File: config.mk
export PLATFORM = sky130hd
export DESIGN_NAME = dqs_delay_cal
export DESIGN_NICKNAME = d
export VERILOG_FILES = /design/src/rtl/dqs_delay_cal.sv
export SDC_FILE = /design/constraint.sdc
export NUM_CORES = 1
export LEC_CHECK = 0
export BUFFER_PORTS_ARGS = -buffer_cell sky130_fd_sc_hd__buf_2
export CORE_UTILIZATION = 49
export CTS_BUF_LIST = sky130_fd_sc_hd__clkbuf_4 sky130_fd_sc_hd__clkbuf_8
export DETAILED_ROUTE_END_ITERATION = 10
export PLACE_DENSITY = 0.77
export SLEW_MARGIN = 20
export SYNTH_ARGS = -nofsm -noshare
export SYNTH_HDL_FRONTEND = slang
export SYNTH_SLANG_ARGS = --single-unit
File: constraint.sdc
create_clock -name ref_clk -period 4.16 [get_ports ref_clk]
set_input_delay 0.832 -clock ref_clk [delete_from_list [all_inputs] [get_ports ref_clk]]
set_output_delay 0.832 -clock ref_clk [all_outputs]
set_load 0.02 [all_outputs]
File: src/rtl/dqs_delay_cal.sv
// Read-DQS tap calibration: sweeps the 3-bit delay select, runs test reads at each
// tap, then programs the centre of the longest passing window.
module dqs_delay_cal #(
  parameter int SETTLE_CYCLES = 4,
  parameter int READS_PER_TAP = 2,
  parameter int ACK_TIMEOUT   = 64,
  parameter int DEFAULT_TAP   = 3
) (
  input  logic       ref_clk,
  input  logic       rst,
  input  logic       cal_start,
  input  logic       man_en,
  input  logic [2:0] man_tap,
  output logic       tst_req,
  input  logic       tst_ack,
  input  logic       tst_pass,
  output logic [2:0] dly_sel,
  output logic       busy,
  output logic       done,
  output logic       cal_ok,
  output logic [7:0] pass_map
);

  localparam logic [2:0] DEF_TAP     = 3'(DEFAULT_TAP);
  localparam logic [7:0] SETTLE_LAST = 8'(SETTLE_CYCLES - 1);
  localparam logic [3:0] READS_LAST  = 4'(READS_PER_TAP - 1);
  localparam logic [9:0] TO_LAST     = 10'(ACK_TIMEOUT - 1);

  localparam logic [2:0] S_IDLE   = 3'd0;
  localparam logic [2:0] S_SETTLE = 3'd1;
  localparam logic [2:0] S_REQ    = 3'd2;
  localparam logic [2:0] S_WAIT   = 3'd3;
  localparam logic [2:0] S_NEXT   = 3'd4;
  localparam logic [2:0] S_EVAL   = 3'd5;
  localparam logic [2:0] S_APPLY  = 3'd6;
  localparam logic [2:0] S_DONE   = 3'd7;

  logic [2:0] r_state;
  logic [2:0] r_tap;
  logic [7:0] r_settle_cnt;
  logic [9:0] r_to_cnt;
  logic [3:0] r_rd_cnt;
  logic       r_tap_fail;
  logic [2:0] r_eval_idx;
  logic [2:0] r_run_start;
  logic [3:0] r_run_len;
  logic [2:0] r_best_start;
  logic [3:0] r_best_len;

  logic       r_tst_req;
  logic [2:0] r_dly_sel;
  logic       r_busy;
  logic       r_done;
  logic       r_cal_ok;
  logic [7:0] r_pass_map;

  logic       w_timeout;
  logic       w_read_fail;
  logic       w_last_read;
  logic       w_bit;
  logic [2:0] w_new_start;
  logic [3:0] w_new_len;

  // An ack in the timeout cycle still counts: the fail decision looks only at the ack.
  assign w_timeout   = (r_to_cnt == TO_LAST);
  assign w_read_fail = !(tst_ack && tst_pass);
  assign w_last_read = (r_rd_cnt == READS_LAST);
  assign w_bit       = r_pass_map[r_eval_idx];
  assign w_new_start = (r_run_len == 4'd0) ? r_eval_idx : r_run_start;
  assign w_new_len   = r_run_len + 4'd1;

  // NOTE: all state updates use non-blocking assignments so every register samples
  // pre-edge values and the order of statements inside the block cannot matter.
  always_ff @(posedge ref_clk) begin
    if (rst) begin
      r_state      <= S_IDLE;
      r_tap        <= 3'd0;
      r_settle_cnt <= 8'd0;
      r_to_cnt     <= 10'd0;
      r_rd_cnt     <= 4'd0;
      r_tap_fail   <= 1'b0;
      r_eval_idx   <= 3'd0;
      r_run_start  <= 3'd0;
      r_run_len    <= 4'd0;
      r_best_start <= 3'd0;
      r_best_len   <= 4'd0;
      r_tst_req    <= 1'b0;
      r_dly_sel    <= DEF_TAP;
      r_busy       <= 1'b0;
      r_done       <= 1'b0;
      r_cal_ok     <= 1'b0;
      r_pass_map   <= 8'd0;
    end else begin
      case (r_state)
        S_IDLE: begin
          if (cal_start && !man_en) begin
            r_state      <= S_SETTLE;
            r_tap        <= 3'd0;
            r_dly_sel    <= 3'd0;
            r_pass_map   <= 8'd0;
            r_cal_ok     <= 1'b0;
            r_busy       <= 1'b1;
            r_settle_cnt <= 8'd0;
            r_rd_cnt     <= 4'd0;
          end else if (man_en) begin
            r_dly_sel <= man_tap;
          end
        end

        S_SETTLE: begin
          if (r_settle_cnt == SETTLE_LAST) begin
            r_state <= S_REQ;
          end else begin
            r_settle_cnt <= r_settle_cnt + 8'd1;
          end
        end

        S_REQ: begin
          r_tst_req <= 1'b1;
          r_to_cnt  <= 10'd0;
          r_state   <= S_WAIT;
        end

        S_WAIT: begin
          if (tst_ack || w_timeout) begin
            r_tst_req <= 1'b0;
            r_rd_cnt  <= r_rd_cnt + 4'd1;
            if (!w_read_fail && !w_last_read) begin
              r_state <= S_REQ;
            end else begin
              r_tap_fail <= w_read_fail;
              r_state    <= S_NEXT;
            end
          end else begin
            r_to_cnt <= r_to_cnt + 10'd1;
          end
        end

        S_NEXT: begin
          r_pass_map[r_tap] <= !r_tap_fail;
          if (r_tap == 3'd7) begin
            r_eval_idx   <= 3'd0;
            r_run_start  <= 3'd0;
            r_run_len    <= 4'd0;
            r_best_start <= 3'd0;
            r_best_len   <= 4'd0;
            r_state      <= S_EVAL;
          end else begin
            r_tap        <= r_tap + 3'd1;
            r_dly_sel    <= r_tap + 3'd1;
            r_settle_cnt <= 8'd0;
            r_rd_cnt     <= 4'd0;
            r_state      <= S_SETTLE;
          end
        end

        S_EVAL: begin
          // Strictly-longer replacement keeps the lowest-index run on a tie.
          if (w_bit) begin
            r_run_start <= w_new_start;
            r_run_len   <= w_new_len;
            if (w_new_len > r_best_len) begin
              r_best_start <= w_new_start;
              r_best_len   <= w_new_len;
            end
          end else begin
            r_run_len <= 4'd0;
          end
          if (r_eval_idx == 3'd7) begin
            r_state <= S_APPLY;
          end else begin
            r_eval_idx <= r_eval_idx + 3'd1;
          end
        end

        S_APPLY: begin
          if (r_best_len != 4'd0) begin
            r_dly_sel <= 3'(r_best_start + ((r_best_len - 4'd1) >> 1));
            r_cal_ok  <= 1'b1;
          end else begin
            r_dly_sel <= DEF_TAP;
            r_cal_ok  <= 1'b0;
          end
          r_busy  <= 1'b0;
          r_done  <= 1'b1;
          r_state <= S_DONE;
        end

        S_DONE: begin
          r_done  <= 1'b0;
          r_state <= S_IDLE;
        end

        default: r_state <= S_IDLE;
      endcase
    end
  end

  assign tst_req  = r_tst_req;
  assign dly_sel  = r_dly_sel;
  assign busy     = r_busy;
  assign done     = r_done;
  assign cal_ok   = r_cal_ok;
  assign pass_map = r_pass_map;

endmodule

* Word-level counts from Yosys, hierarchy flattened
Index checks and enable logic that the tools add are counted.
Storage, ports and cells: flip-flop bits (word level) 61, latch bits 0, RAM bits 0, bits in read-only memories 0, input bits 9, output and inout port bits 15, word-level logic and storage cells 141, memories 0
Operators by class: $add $sub $neg 8, $mul 0, div/mod/pow operators 0, order comparisons 4, eq/ne operators 24, shifts and indexed selects 0, mux-type cells 53, bitwise gates (word level) 1, reductions and logical operators 34
Operators with widths (count):
- $mux W3 | 17
- $mux W4 | 7
- $mux W8 | 3
- $pmux W3 S2 | 4
- $pmux W3 S8 | 1
- $pmux W8 S3 | 1
- $ne A2 B2 Y1 const B | 11
- $pmux W10 S2 | 1
- $eq A3 B3 Y1 const B | 6
- $pmux W4 S2 | 2
- $pmux W8 S2 | 1
- $reduce_and A4 Y1 | 4
- $reduce_and A3 Y1 | 5
- $pmux W4 S3 | 1
- $add A10 B1 Y10 const B | 1
- $eq A10 B6 Y1 const B | 1
- $mux W10 | 1
- $reduce_and A2 Y1 | 5
- $reduce_bool A2 Y1 | 5
- $pmux W3 S3 | 1
- $reduce_bool A3 Y1 | 3
- $add A4 B1 Y4 const B | 2
- $add A8 B1 Y8 const B | 1
- $bwmux W8 | 1
- other kinds (22) | 39

* Longest topological paths before layout
depth in word-level cells 6, depth in mapped cells 11, gate-level depth less buffers 11

* Worst setup path after synthesis
OpenSTA, ideal clock, no wires.
path type register -> register, from reg r_run_len[0], to reg r_best_len[0], library setup time 0.121 ns, data arrival time 2.067 ns, required time 4.039 ns, setup slack 1.972 ns, stages on the path, launching flop included 10, buffers on the path 0, period minus slack after synthesis 2.188 ns, cell sequence dfxtp_1 > ha_1 > nor2b_1 > or2_2 > ha_1 > nand4_1 > o21ai_0 > a21oi_1 > a21oi_4 > mux2_2
Between the ends: word-level cells in the longest chain between the ends 4, elaborated cells on any way between the ends 7, those cells by class add/sub: 1; order compare: 1; eq/ne: 1; mux: 3; reduce/logical: 1
RTL lines:
- from (decl) | line 46 | logic [3:0] r_run_len;
- from (signal assigned) | line 161 | r_run_len <= w_new_len;
- $add A4 B1 Y4 * | line 70 | assign w_new_len = r_run_len + 4'd1;
- $gt A4 B4 Y1 / $mux W4 (equally long branches) | line 162 | if (w_new_len > r_best_len) begin
- $ne A2 B2 Y1 (no line) / $mux W4 (equally long branches)
- $reduce_and A4 Y1 (no line) / $pmux W4 S2 (equally long branches)
- to (signal assigned) | line 164 | r_best_len <= w_new_len;
- to (decl) | line 48 | logic [3:0] r_best_len;
Mark *: on every way between the ends. The rest lies on a longest branch, timed or not. The select of a mux whose other input is x is not followed. A chain may end at the register's enable or synchronous reset.

* Worst setup path after layout
from reg r_run_len[0], to reg r_best_start[1]
Between the ends: word-level cells in the longest chain between the ends 5, elaborated cells on any way between the ends 9, those cells by class add/sub: 1; order compare: 1; eq/ne: 1; mux: 4; reduce/logical: 2
RTL lines:
- parallel branches: the longest is 5 deep, another holds $add A4 B1 Y4
- to (signal assigned) | line 163 | r_best_start <= w_new_start;
- to (decl) | line 47 | logic [2:0] r_best_start;
Parallel ways; which one is timed is not known. The select of a mux whose other input is x is not followed.

==> out/qor.log <==
INFO  cts            clock_sinks=61
INFO  cts            ctsLongestPathBuffers=2
INFO  drt            route.detailed.wl_per_inst=13.7um
INFO  finish         filler_cells_inserted=599
INFO  placement      gp_congestion=0.808
INFO  yosys          ys_types=52
INFO  min_path       hold_wc_path_type=flip-flop to flip-flop
INFO  yosys          post-synth-top-count-cell=dfxtp_1
INFO  setup_path     worst-setup-path-type=flip-flop to flip-flop
INFO  timing         finalSetupViolations=0
INFO  job            drv.max_cap_violation_count=0
INFO  cts            worst_setup_hold_path_clk_slew=0.07ns
INFO  drt            antenna_violating_nets_post_route=0
INFO  drt            detailroute.via_count=2,766
INFO  setup_path     maximum_fanout_along_the_worst_path=7
INFO  pwr            static_power_due_to_leakage=1.43nW
INFO  setup_path     critPathLaunch=r_run_len[0]
INFO  cts            cts-root-buf=clkbuf_8
INFO  yosys          synth_area_leader_cell=dfxtp_1
INFO  drt            drcViolationCount=0
INFO  pwr            vdd_drop_max=189uV
INFO  die            num_io_pins=24
INFO  setup_path     worst-r2r-cell-count=9
INFO  setup_path     worst-endpoint-arrival=2.56ns
INFO  setup_path     timing.critical_path.to_type=flip-flop
INFO  grt            antenna_found_initial=0
INFO  timing         post-route-min-period=2.33ns
INFO  placement      dp_slack=1.81ns
INFO  timing         timing.clock.skew=0.00535ns
INFO  yosys          synth-seq-cells=61
INFO  die            die_footprint=7160um2
INFO  die            initial_core_util=51.8%
INFO  cts            post-cts-setup-buffer-count=0
INFO  finish         proportion_of_layout_cells_with_a_drive_suffix_above_1=14.9%
INFO  yosys          synth_nets=423
INFO  cts            cts_buffers=9
INFO  yosys          mappedNetlistArea=3350um2
INFO  cts            clkLatencyLatePin=0.34ns
INFO  min_path       worst_hold_path.num_cells=2
INFO  cts            htreeDepth=3
INFO  placement      dpl.hpwl=4740um
INFO  drt            dr.pass1.iters=7
INFO  drt            wl=6790um
INFO  min_path       hp-start=done
INFO  timing         grt_setup_unrepaired=no
INFO  grt            globalRoute.totalOverflow=0
INFO  finish         number_of_antenna_diodes=0
INFO  die            floorplan.die.height=84.6um
INFO  timing         period_utilisation_layout=56.1%
INFO  yosys          post-synth-top-area-fraction=36.5%
INFO  grt            number_of_global_route_vias_before_repair=2,551
INFO  yosys          async_reset_ff_share=0%
INFO  timing         setup_slack=1.83ns
INFO  die            coreArea=6460um2
INFO  cts            clock_tree_from_tritoncts=built
INFO  yosys          synth_sequential_area_ratio=36.5%
INFO  timing         final_max_slew_viol_count=0
INFO  yosys          synth_area_per_cell=8.43um2
INFO  pwr            p_total=0.00127W
INFO  yosys          top_post_synthesis_cells_by_count=dfxtp_1 (61), nor2_1 (59), nand2_1 (39), ha_1 (16), o21ai_0 (16)
INFO  yosys          ys_top_cells_by_area=dfxtp_1 (36%), nor2_1 (6.6%), ha_1 (6.0%)
INFO  drt            drt_first_iter_violations=142
INFO  cts            hold_buffers=0
INFO  grt            largest_net_degree_at_the_start_of_global_routing=47
INFO  setup_path     crit-reg2reg-launch=r_run_len[0]
INFO  setup_path     crit_path_start_kind=flip-flop
INFO  yosys          synth-edff-count=0
INFO  finish         final_nets=438
INFO  die            fp.dieW=84.6um
INFO  setup_path     crit_required=4.39ns
INFO  timing         hold_viol_final=0
INFO  cts            post_cts_resize_count=0
INFO  pwr            powerDensity=342nW/um2
INFO  placement      buffers_on_ports=23
INFO  grt            global_route.usage.total=20.5%
INFO  yosys          synth.yosys.warnings=0
INFO  grt            grt_pass1_wl=11,800um
INFO  drt            via_per_inst=5.60
INFO  timing         timing.fmax=0.428GHz
INFO  timing         slew_headroom=47.9%
INFO  die            placementRows=29
INFO  status         outcome=complete, no violations
INFO  timing         final.setup.tns=0ns
INFO  finish         syn2layout_area_growth=10.7%
INFO  yosys          postSynthCellCount=397
INFO  yosys          synth-main-ff-cell=dfxtp_1
INFO  timing         max_slew.worst_pin.slew=0.782ns
-- final timing paths --
path | endpoint | slack, ns
worst max register to register | r_best_start[1] | 1.83
worst min register to register | done | 0.46
worst min-delay path | done | 0.46
worst max-delay path | r_best_start[1] | 1.83
-- worst max-delay path, cell delays in order (launching register included) --
cell and delay [ns]:
dfxtp_1 0.37, ha_1 0.23, nor2b_1 0.13, or2_2 0.29, ha_1 0.29, nand4_1 0.07
o21ai_0 0.09, a21oi_1 0.09, a21oi_4 0.29, mux2_2 0.38
-- sequential cells by signal (all words and copies together) (netlist names) --
name / flops
cal_ok: 1
tst_req: 1
r_to_cnt: 10
r_tap: 3
r_best_len: 4
r_settle_cnt: 8
r_eval_idx: 3
r_best_start: 3
r_run_len: 4
r_run_start: 3
r_state: 3
busy: 1
pass_map: 8
done: 1
r_rd_cnt: 4
r_tap_fail: 1
dly_sel: 3
-- per-layer routing --
layer  up-vias  track usage [%]  share of wire [%]
met4         0             7.09                1.1
met1      1297             28.2                 51
met2        56             31.3                 45
met3         6             5.51                3.8
met5         -                0                  0
li1       1407                -                  -
-- cell usage in the layout (no fill, tap or decap), drive strengths merged, types with 12 or more instances in the layout --
master and count:
dfxtp 61, mux2i 14, a21oi 16, buf 23, ha 16, nand2b 14
inv 14, nor2 59, clkbuf 12, mux2 12, o21ai 16, nor2b 15
nand2 39
-- power breakdown --
part | leakage [nW] | internal, W | switching, W
registers | 0.493 | 0.000591 | 0.00000904
logic | 0.813 | 0.0000211 | 0.0000389
clock network | 0.120 | 0.000375 | 0.000231
-- final cells by class --
cell class              count  area (um2)  area share [%]
clock buffers              12         159            4.29
inverters                  14        52.6            1.42
repair buffers             23         115            3.11
well taps                  77        96.3            2.60
multi-input cells         303        1990            53.7
flip-flops and latches     61        1220            33.0
clock inverters             4        70.1            1.89
-- cells by family after synthesis --
kind of cell,synth area share (%)
adders and majority gates,6.58
xor gates and xnor gates,5.91
DFF,36.5
AOI/OAI and AO/OA,13.2
buffers and inverters,4.08
muxes,8.23
and+or+nand+nor,25.5
-- stage by stage --
stage,instances,utilization (%),hold slack [ns],cell area (um2)
floorplan,397,-,0.449,3350
global placement,478,53.8,0.444,3470
detailed placement,478,53.8,0.449,3470
CTS,494,57.3,0.460,3700
global route,494,57.3,0.495,3700
finish,494,57.3,0.457,3700
Note: power is estimated with default switching activity, not from simulation.
